--- src/rtl/alu_share_pkg.sv ---
// alu_share_pkg: shared definitions for the ALU sharing controller.
//   - WIDTH_DEF / OPW_DEF : default operand and opcode widths
//   - state_t             : controller FSM states
//   - owner_t             : requester id (one bit, two requesters)
//   - owner_onehot()      : maps an owner id to a per-port one-hot vector
package alu_share_pkg;

    localparam int WIDTH_DEF = 64;
    localparam int OPW_DEF   = 2;

    typedef enum logic [1:0] {
        IDLE = 2'd0,
        EXEC = 2'd1,
        RESP = 2'd2
    } state_t;

    typedef logic owner_t;

    function automatic logic [1:0] owner_onehot(input owner_t id);
        logic [1:0] vec;
        if (id == 1'b1) begin
            vec = 2'b10;
        end else begin
            vec = 2'b01;
        end
        return vec;
    endfunction

endpackage

--- src/rtl/alu.sv ---
// ALU: shared 64-bit combinational arithmetic/logic unit.
//   a, b : operands
//   cont : operation select (00 AND, 01 OR, 10 ADD, 11 SUB a-b)
//   out  : result, same width as the operands (carry/borrow dropped)
module ALU #(
    parameter int WIDTH = 64,
    parameter int OPW   = 2
) (
    input  logic [WIDTH-1:0] a,
    input  logic [WIDTH-1:0] b,
    input  logic [OPW-1:0]   cont,
    output logic [WIDTH-1:0] out
);

    // Operation decode.
    always_comb begin
        out = '0;
        case (cont)
            2'b00:   out = a & b;
            2'b01:   out = a | b;
            2'b10:   out = a + b;
            2'b11:   out = a - b;
            default: out = '0;
        endcase
    end

endmodule

--- src/rtl/alu_share_rr_arb2.sv ---
// rr_arb2: two-request round-robin picker.
//   req[1:0] : request vector
//   last     : most recently granted port
//   en       : grants are only produced while enabled
//   gnt[1:0] : one-hot grant (00 when disabled or nothing requested)
module rr_arb2 (
    input  logic [1:0] req,
    input  logic       last,
    input  logic       en,
    output logic [1:0] gnt
);

    // Grant selection: a lone request wins, a tie goes to the port that did not win last.
    always_comb begin
        gnt = 2'b00;
        if (en == 1'b1) begin
            case (req)
                2'b01:   gnt = 2'b01;
                2'b10:   gnt = 2'b10;
                2'b11:   gnt = (last == 1'b1) ? 2'b01 : 2'b10;
                default: gnt = 2'b00;
            endcase
        end else begin
            gnt = 2'b00;
        end
    end

endmodule

--- src/rtl/alu_share_ctrl.sv ---
// alu_share_ctrl: shares one combinational ALU between two requesters.
//   clk, rst              : clock, synchronous active-high reset
//   req_valid/req_ready   : per-port request handshake (operands req_a*/req_b*, opcode req_op*)
//   rsp_valid/rsp_ready   : per-port response handshake, data on shared rsp_data
//   busy                  : high whenever a transaction is in flight
// One transaction at a time: IDLE (accept) -> EXEC (ALU evaluates latched operands)
// -> RESP (result held until the owning port accepts it).
module alu_share_ctrl
    import alu_share_pkg::*;
#(
    parameter int WIDTH = WIDTH_DEF,
    parameter int OPW   = OPW_DEF
) (
    input  logic             clk,
    input  logic             rst,
    input  logic [1:0]       req_valid,
    output logic [1:0]       req_ready,
    input  logic [WIDTH-1:0] req_a0,
    input  logic [WIDTH-1:0] req_b0,
    input  logic [OPW-1:0]   req_op0,
    input  logic [WIDTH-1:0] req_a1,
    input  logic [WIDTH-1:0] req_b1,
    input  logic [OPW-1:0]   req_op1,
    output logic [1:0]       rsp_valid,
    input  logic [1:0]       rsp_ready,
    output logic [WIDTH-1:0] rsp_data,
    output logic             busy
);

    state_t           state_r;
    state_t           next_state_s;
    logic             last_r;
    owner_t           owner_r;
    logic [WIDTH-1:0] a_r;
    logic [WIDTH-1:0] b_r;
    logic [OPW-1:0]   op_r;
    logic [WIDTH-1:0] result_r;
    logic [WIDTH-1:0] alu_out_s;
    logic [1:0]       gnt_s;
    logic             arb_en_s;
    logic             accept_s;
    owner_t           gnt_id_s;
    logic [1:0]       rsp_valid_r;
    logic             busy_r;

    assign arb_en_s = (state_r == IDLE);
    assign gnt_id_s = gnt_s[1];

    rr_arb2 u_arb (
        .req  (req_valid),
        .last (last_r),
        .en   (arb_en_s),
        .gnt  (gnt_s)
    );

    ALU #(
        .WIDTH (WIDTH),
        .OPW   (OPW)
    ) u_alu (
        .a    (a_r),
        .b    (b_r),
        .cont (op_r),
        .out  (alu_out_s)
    );

    // Next-state and request-ready decode; grants only exist for valid ports, so any grant is a handshake.
    always_comb begin
        next_state_s = state_r;
        accept_s     = 1'b0;
        req_ready    = 2'b00;
        case (state_r)
            IDLE: begin
                req_ready = gnt_s;
                if (gnt_s != 2'b00) begin
                    accept_s     = 1'b1;
                    next_state_s = EXEC;
                end else begin
                    next_state_s = IDLE;
                end
            end
            EXEC: begin
                next_state_s = RESP;
            end
            RESP: begin
                if (rsp_ready[owner_r] == 1'b1) begin
                    next_state_s = IDLE;
                end else begin
                    next_state_s = RESP;
                end
            end
            default: begin
                next_state_s = IDLE;
            end
        endcase
    end

    // State register.
    always_ff @(posedge clk) begin
        if (rst) begin
            state_r <= IDLE;
        end else begin
            state_r <= next_state_s;
        end
    end

    // Arbitration pointer, owner id and operand capture on an accepted request.
    always_ff @(posedge clk) begin
        if (rst) begin
            last_r  <= 1'b1;
            owner_r <= 1'b0;
            a_r     <= '0;
            b_r     <= '0;
            op_r    <= '0;
        end else if (accept_s) begin
            last_r  <= gnt_id_s;
            owner_r <= gnt_id_s;
            if (gnt_id_s == 1'b1) begin
                a_r  <= req_a1;
                b_r  <= req_b1;
                op_r <= req_op1;
            end else begin
                a_r  <= req_a0;
                b_r  <= req_b0;
                op_r <= req_op0;
            end
        end
    end

    // Result register: captures the ALU output at the end of EXEC and holds it through RESP.
    always_ff @(posedge clk) begin
        if (rst) begin
            result_r <= '0;
        end else if (state_r == EXEC) begin
            result_r <= alu_out_s;
        end
    end

    // Response valid and busy are registered from the next state so nothing leaks from inputs.
    always_ff @(posedge clk) begin
        if (rst) begin
            rsp_valid_r <= 2'b00;
            busy_r      <= 1'b0;
        end else begin
            busy_r <= (next_state_s != IDLE);
            if (next_state_s == RESP) begin
                rsp_valid_r <= owner_onehot(owner_r);
            end else begin
                rsp_valid_r <= 2'b00;
            end
        end
    end

    assign rsp_valid = rsp_valid_r;
    assign rsp_data  = result_r;
    assign busy      = busy_r;

endmodule

--- config.mk ---
export PLATFORM = sky130hd
export DESIGN_NAME = alu_share_ctrl
export DESIGN_NICKNAME = d
export VERILOG_FILES = /design/src/rtl/alu_share_pkg.sv /design/src/rtl/alu.sv /design/src/rtl/alu_share_rr_arb2.sv /design/src/rtl/alu_share_ctrl.sv
export SDC_FILE = /design/constraint.sdc
export NUM_CORES = 1
export LEC_CHECK = 0
export CAP_MARGIN = 20
export CORE_ASPECT_RATIO = 1.1
export CORE_MARGIN = 10
export CORE_UTILIZATION = 51
export CTS_BUF_LIST = sky130_fd_sc_hd__clkbuf_8 sky130_fd_sc_hd__clkbuf_16
export CTS_CLUSTER_SIZE = 28
export DETAILED_ROUTE_END_ITERATION = 16
export PLACE_DENSITY = 0.83
export SETUP_SLACK_MARGIN = 0.15
export SYNTH_ARGS = -nofsm -noshare
export SYNTH_HDL_FRONTEND = slang
export SYNTH_SLANG_ARGS = --single-unit
--- constraint.sdc ---
create_clock -name clk -period 5.8 [get_ports clk]
set_clock_uncertainty 0.05 [all_clocks]
set_input_delay 1.74 -clock clk [delete_from_list [all_inputs] [get_ports clk]]
set_output_delay 1.74 -clock clk [all_outputs]
set_load 0.01 [all_outputs]
==> metrics.md, run 1 <==
| Metric | Value |
|---|---|
| Status | complete, no violations |
| Mapped Area | 0.0140 sq mm |
| Final instance area | 0.0183 sq mm |
| Clock latency on the worst-skew pair | 0.54 ns |
| Yosys warning total | 0 |
| Peak supply drop | 0.196 mV |
| Leakage | 7.31 nW |
| Final ANT Viol Nets | 0 |
| # IOs | 335 |
| Root Driver | clkbuf_16 |
| Area after DPL | 0.0175 sq mm |
| Sum Neg Setup Slack | 0 ns |
| Power per Cell Area | 267 mW/mm^2 |
| CP Capture Type | flop |
| Layout cells sized above 1 | 4.64% |
| Count of final hold-check violations | 0 |
| Grt total ovfl | 0 |
| WL/cell | 19.9 um |
| First-pass GRT wire length | 76.2 mm |
| Top FF cell, synth | dfxtp_1 |
| CP max stage cell | or3b_2 |
| Max_cap viols | 0 |
| Nets | 2408 |
| Number of synthesized flops with an enable pin | 0 |
| Fin. max-slew vios | 0 |
| CP Launch Type | flop |
| Final setup margin | 0.393 ns |
| DR vias | 14500 |
| RePlAce Congestion | 0.959 |
| Worst hold path class | flop to flop |
| Area Growth Syn to Fin | 30.5% |
| CP Data Required Time | 6.09 ns |
| Reg2reg setup slack | 0.39 ns |
| Fmax | 185 MHz |
| Reg2Reg Depth | 16 |
| Total GRT Usage | 26.6% |
| DP Worst Slack | 0.323 ns |
| Crit Path Category | flop to flop |
| Total CTS buffers | 23 |
| Core ar. | 0.0270 sq mm |
| WP depth | 16 |
| Most common cell on crit path | a21o_1 |
| H-tree depth | 1 |
| Setup-failing EPs final | 0 |
| Max incr delay on CP | 0.60 ns |
| Total Power | 4.88 mW |
| Ys async rst share | 0% |
| Max Buffers Root-to-Sink | 3 |
| Largest net degree at the start of global routing | 131 |
| Initial antenna violation count | 1 |
| CTS tree | built |
| Sequential area share after synthesis | 28.7% |
| Hold buffers post-CTS | 0 |
| CP Launch Point | b_r[9]$_SDFFE_PP0P_ |
| Top Family by Delay on Critical Path | compound AO/OA/AOI/OAI gates |
| Die Area | 0.0345 sq mm |
| Syn nets | 2153 |
| Critical path cell sequence | nor4_1, or3b_2, nor4_4, nand2_1, o31ai_1, xor2_1, ha_1, a21o_1, a41o_1, a21o_1, a221o_1, a21oi_1, o211ai_1, a221oi_2, mux2i_1, a31oi_1 |
| Number of diodes | 0 |
| Synth Register Bits | 201 |
| Slew @ Worst Pin | 1.10 ns |
| HPWL Detailed | 37.8 mm |
| Fin crit period | 5.41 ns |
| Die width | 178 um |
| WP buf/inv | 0 |
| Vias in the first global route | 14300 |
| Clk slew on worst S/H paths | 0.06 ns |
| Final wirelength | 48.6 mm |
| Port bufs | 334 |
| Crit path max fanout | 8 |
| Hold slack | 0.404 ns |
| Max_slew headroom | 26.7% |
| Gate Count Post-Synth | 1820 |
| Die Y | 194 um |
| Worst path arrival time | 5.70 ns |
| Period utilization | 93.2% |
| Syn_area_per_cell | 7.70 sq um |
| Initial DRC Count | 1073 |
| Crit Reg-Reg Startpoint | b_r[9]$_SDFFE_PP0P_ |
| Setup crit end | rsp_data[60]$_SDFFE_PP0P_ |
| Drc violations | 0 |
| RSZ-0062 raised after global routing | false |
| Routed vias/inst | 5.91 |
| Clock sink total | 201 |
| Initial core utilization | 51.9% |
| Worst Hold Depth | 2 |
| Num rows | 63 |
| Worst r2r dst | rsp_data[60]$_SDFFE_PP0P_ |
| First-pass DRT Iterations | 6 |
| Distinct cell type count after synthesis | 70 |
routing by layer:
layer  vias to the layer above  global-route usage [%]  wire length (um)
li1                       7030                       -                 -
met1                      6763                    32.5             19800
met2                       585                    46.4             23900
met3                        81                    5.10              3900
met4                         2                    6.77              1030
met5                         -                       0                13
state kept, by name, summed over array words and instances, names as in the netlist:
signal,flops
a_r,64
b_r,64
rsp_data,64
op_r,2
rsp_valid,2
state_r,2
busy,1
last_r,1
owner_r,1
worst min-delay path, cell delays in order (launching register included):
cell and delay (ns):
dfxtp_1 0.31, nand2_1 0.05, a21oi_1 0.05
layout make-up:
| class | count | area [sq um] |
|---|---|---|
| Clock buffer | 26 | 617 |
| Multi-Input combinational cell | 1468 | 9480 |
| Clock inverter | 13 | 113 |
| Sequential cell | 201 | 4030 |
| Inverter | 26 | 103 |
| Tap cell | 357 | 447 |
| Timing Repair Buffer | 355 | 3510 |
| Fill cell | 2328 | 8740 |
layout by cell type, fill, tap and decap left out, drive strengths merged, types with 29 or more instances in the layout:
cell type	instances
a21o	43
a21oi	162
clkdlybuf4s50	333
dfxtp	201
ha	66
inv	30
maj3	29
mux2i	137
nand2	236
nor2	124
nor3	46
o21ai	225
xnor2	55
xor2	62
Yosys cell counts (all sizes together), types with 3 or more instances:
library cell    n  area, sq um
a311oi          4         35.0
o211ai          5         37.5
a211oi         26          195
nand2b         18          120
nand3          19         95.1
dfxtp         201         4020
o31ai          23          186
or3            13         81.3
a21o           43          323
nor4           11         83.8
nand2         236          888
nor2          124          465
o21bai         11         82.6
xor2           62          543
or4             6         52.6
mux2i         137         1370
a21boi          4         30.0
a22o            4         35.0
buf            15         65.1
a31oi          14         87.6
and2            8         50.1
nand4          17          106
o21ai         225         1130
and3           11         68.8
or2            11         68.8
a22oi          11         82.6
o21a            6         45.0
o22ai           9         56.3
o41ai           6         52.6
a211o           3         26.3
nor2b          11         68.8
clkbuf        110          413
maj3           29          290
xnor2          55          482
inv            26         97.6
ha             66          826
nor3           46          235
a21oi         162          811
a221oi          5         43.8
worst min-delay path by stage:
| stage | startpoint | to | slack (ns) |
|---|---|---|---|
| after global placement | rsp_data[54]$_SDFFE_PP0P_ | rsp_data[54]$_SDFFE_PP0P_ | 0.38 |
| final | rsp_data[0]$_SDFFE_PP0P_ | rsp_data[0]$_SDFFE_PP0P_ | 0.40 |
| after CTS | rsp_data[0]$_SDFFE_PP0P_ | rsp_data[0]$_SDFFE_PP0P_ | 0.40 |
| after global routing | rsp_data[54]$_SDFFE_PP0P_ | rsp_data[54]$_SDFFE_PP0P_ | 0.43 |
| after floorplan | owner_r$_SDFFE_PP0P_ | rsp_valid[0]$_SDFF_PP0_ | 0.38 |
| after detailed placement | rsp_data[54]$_SDFFE_PP0P_ | rsp_data[54]$_SDFFE_PP0P_ | 0.39 |
metrics by stage:
step | utilization [%] | cells
floorplan | - | 1820
global placement | 64.8 | 2406
detailed placement | 64.8 | 2406
CTS | 67.5 | 2445
global route | 67.7 | 2446
finish | 67.7 | 2446
cell families (layout without fill, tap and decap cells):
group / after synthesis / in the layout / share of synthesized area (%)
adders and majority gates: 96 / 96 / 8.10
DFF: 201 / 201 / 28.7
muxes: 137 / 137 / 9.78
and+or+nand+nor: 538 / 538 / 17.5
buffers and inverters: 151 / 420 / 4.10
xor gates and xnor gates: 117 / 117 / 7.31
AOI/OAI and AO/OA: 580 / 580 / 24.5
power breakdown:
part / internal (mW) / switching [mW]
Combinational: 0.786 / 0.979
Sequential: 1.52 / 0.164
Clock: 0.812 / 0.621
timing repair:
item,in CTS,in global routing
gates resized for setup,0,9
setup buffers,0,1
endpoints found under the setup margin,0,16
(Power assumes the default switching activity.)
==> run 2: changes to the inputs <==
--- a/config.mk
+++ b/config.mk
@@ -12,7 +12,7 @@
 export CTS_BUF_LIST = sky130_fd_sc_hd__clkbuf_8 sky130_fd_sc_hd__clkbuf_16
 export CTS_CLUSTER_SIZE = 28
 export DETAILED_ROUTE_END_ITERATION = 16
-export PLACE_DENSITY = 0.83
+export PLACE_DENSITY = 0.82
 export SETUP_SLACK_MARGIN = 0.15
 export SYNTH_ARGS = -nofsm -noshare
 export SYNTH_HDL_FRONTEND = slang
==> metrics.md, run 2 (synthesis gave the netlist of run 1 again) <==
| Metric | Value |
|---|---|
| Nets | 2409 (+0.042%) |
| Hold buffers post-CTS | 0 (unchanged) |
| Total GRT Usage | 26.7% (+0.14 points) |
| First-pass GRT wire length | 76.7 mm (+0.61%) |
| Sequential power share | 34.4% (about the same) |
| Fin util | 67.9% (+0.22 points) |
| Total Power | 4.94 mW (+1.1%) |
| Max Buffers Root-to-Sink | 3 (unchanged) |
| Clk slew on worst S/H paths | 0.06 ns (about the same) |
| Die Y | 194 um (unchanged) |
| Initial DRC Count | 1044 (-2.7%) |
| Fmax | 186 MHz (+0.31%) |
| Internal power | 3.20 mW (+2.6%) |
| First-pass DRT Iterations | 6 (unchanged) |
| Count of final hold-check violations | 0 (unchanged) |
| Number of diodes | 0 (unchanged) |
| Root Driver | clkbuf_16 |
| Power per Cell Area | 269 mW/mm^2 (+0.79%) |
| Area of the multi-input gates | 0.00948 sq mm (unchanged) |
| Sum Neg Setup Slack | 0 ns (unchanged) |
| CP Capture Type | flop |
| Area Growth Syn to Fin | 30.9% |
| Number of fill cells | 2349 (+0.90%) |
| Period utilization | 92.9% (-0.29 points) |
| Num rows | 63 (unchanged) |
| Die width | 178 um (unchanged) |
| Combinational share of power | 35.5% (-0.6 points) |
| RSZ-0062 raised after global routing | true |
| Reg area | 0.00403 sq mm (unchanged) |
| Total CTS buffers | 22 (-4.3%) |
| Core ar. | 0.0270 sq mm (unchanged) |
| Crit Path Category | flop to flop |
| Hold slack | 0.417 ns (+0.0131 ns) |
| Leakage | 7.35 nW (+0.46%) |
| Peak supply drop | 0.239 mV (+22%) |
| Largest net degree at the start of global routing | 133 (+1.5%) |
| Vias in the first global route | 14400 (+0.81%) |
| Layout Cells excl Fill | 2449 (+0.12%) |
| Max_cap viols | 0 (unchanged) |
| Grt total ovfl | 0 (unchanged) |
| CP Launch Type | flop |
| Setup-failing EPs final | 0 (unchanged) |
| Worst path arrival time | 5.70 ns (about the same) |
| Clock latency on the worst-skew pair | 0.52 ns (-0.02 ns) |
| DR vias | 14400 (-0.28%) |
| Drc violations | 0 (unchanged) |
| Crit path max fanout | 6 (-2) |
| Max_slew headroom | 36.8% (+10 points) |
| Status | complete, no violations |
| Clock sink total | 201 (unchanged) |
| Layout cells sized above 1 | 4.68% (+0.041 points) |
| Initial core utilization | 51.9% (unchanged) |
| NetSw | 1.74 mW (-1.5%) |
| WL/cell | 19.9 um (-0.12%) |
| Leading cell types in the layout, fill and taps excluded | clkdlybuf4s50_1 (333), nand2_1 (235), o21ai_0 (223) |
| Initial antenna violation count | 0 (-1) |
| Slew @ Worst Pin | 0.947 ns (-0.148 ns) |
| Die Area | 0.0345 sq mm (unchanged) |
| Fin crit period | 5.39 ns (-0.0166 ns) |
| Dpl cells | 2405 (-0.042%) |
| Final wirelength | 48.6 mm (about the same) |
| Fin. max-slew vios | 0 (unchanged) |
| Clk network pwr share | 30.1% (+0.8 points) |
| H-tree depth | 1 (unchanged) |
| RePlAce Congestion | 0.967 (+0.89%) |
| CP Launch Point | b_r[0]$_SDFFE_PP0P_ |
| CP Data Required Time | 6.11 ns (+0.02 ns) |
| Sw frac | 35.2% (-0.95 points) |
| Crit Reg-Reg Startpoint | b_r[0]$_SDFFE_PP0P_ |
| HPWL Detailed | 37.9 mm (+0.34%) |
| Most common cell after layout, fill and taps aside | clkdlybuf4s50_1 |
| Port bufs | 334 (unchanged) |
| Routed vias/inst | 5.89 (-0.40%) |
| Worst hold path class | flop to flop |
| Hold Path Origin | rsp_data[0]$_SDFFE_PP0P_ |
| # IOs | 335 (unchanged) |
| CTS tree | built |
| Final ANT Viol Nets | 0 (unchanged) |
## run 2: worst paths after layout
kind / end / slack (ns) / cells after the start
worst min-delay path: rsp_data[0]$_SDFFE_PP0P_ / 0.42 / 2
worst min register to register: rsp_data[0]$_SDFFE_PP0P_ / 0.42 / 2
worst max register to register: rsp_data[60]$_SDFFE_PP0P_ / 0.41 / 19
worst max-delay path: rsp_data[60]$_SDFFE_PP0P_ / 0.41 / 19
## run 2: metal layers
| layer | track usage (%) | part of all wire [%] |
|---|---|---|
| met1 | 32.9 | 41 |
| met2 | 46.1 | 48 |
| met3 | 5.03 | 7.7 |
| met4 | 7.39 | 2.4 |
| met5 | 0 | 0 |
## run 2: per-stage QoR
step | area, sq um | worst slack (ns)
after floorplan | 14000 | 0.945
after global routing | 18400 | 0.0982
final | 18400 | 0.410
after detailed placement | 17500 | 0.204
after CTS | 18300 | 0.184
after global placement | 17500 | 0.362
## run 2: cell type report
cell class                      count  share of cell area, %
Timing Repair Buffer              357                   19.2
Tap cell                          357                   2.43
Multi-Input combinational cell   1468                   51.6
Sequential cell                   201                   21.9
Clock buffer                       26                   3.36
Inverter                           26                  0.559
Clock inverter                     14                  0.838
## run 2: power by group through the flow
| stage | Clock, mW | Sequential [mW] | Combinational, mW |
|---|---|---|---|
| after floorplan | 0 | 1.67 | 1.15 |
| after global placement | 0 | 1.72 | 1.70 |
| after detailed placement | 0 | 1.72 | 1.72 |
| after CTS | 1.51 | 1.70 | 1.74 |
| after global routing | 1.56 | 1.72 | 1.92 |
| final | 1.49 | 1.70 | 1.75 |
## run 2: worst max-delay path: stages, from the launching register on
cell and delay [ns]:
dfxtp_1 0.36, inv_1 0.10, ha_1 0.18, or4b_2 0.65, nand2b_1 0.24, or2_4 0.33, nor3_4 0.23, nand2_2 0.15
or2_2 0.37, o21ai_0 0.21, xor2_1 0.18, ha_1 0.32, and2_1 0.22, and4_1 0.23, a221o_1 0.33, a21oi_1 0.23
o211ai_1 0.20, a221oi_2 0.33, mux2i_1 0.21, a31oi_1 0.10
## run 2: what timing repair did
item,CTS,global route
setup endpoints to repair,0,18
resized for setup,0,9
buffers inserted,0,2
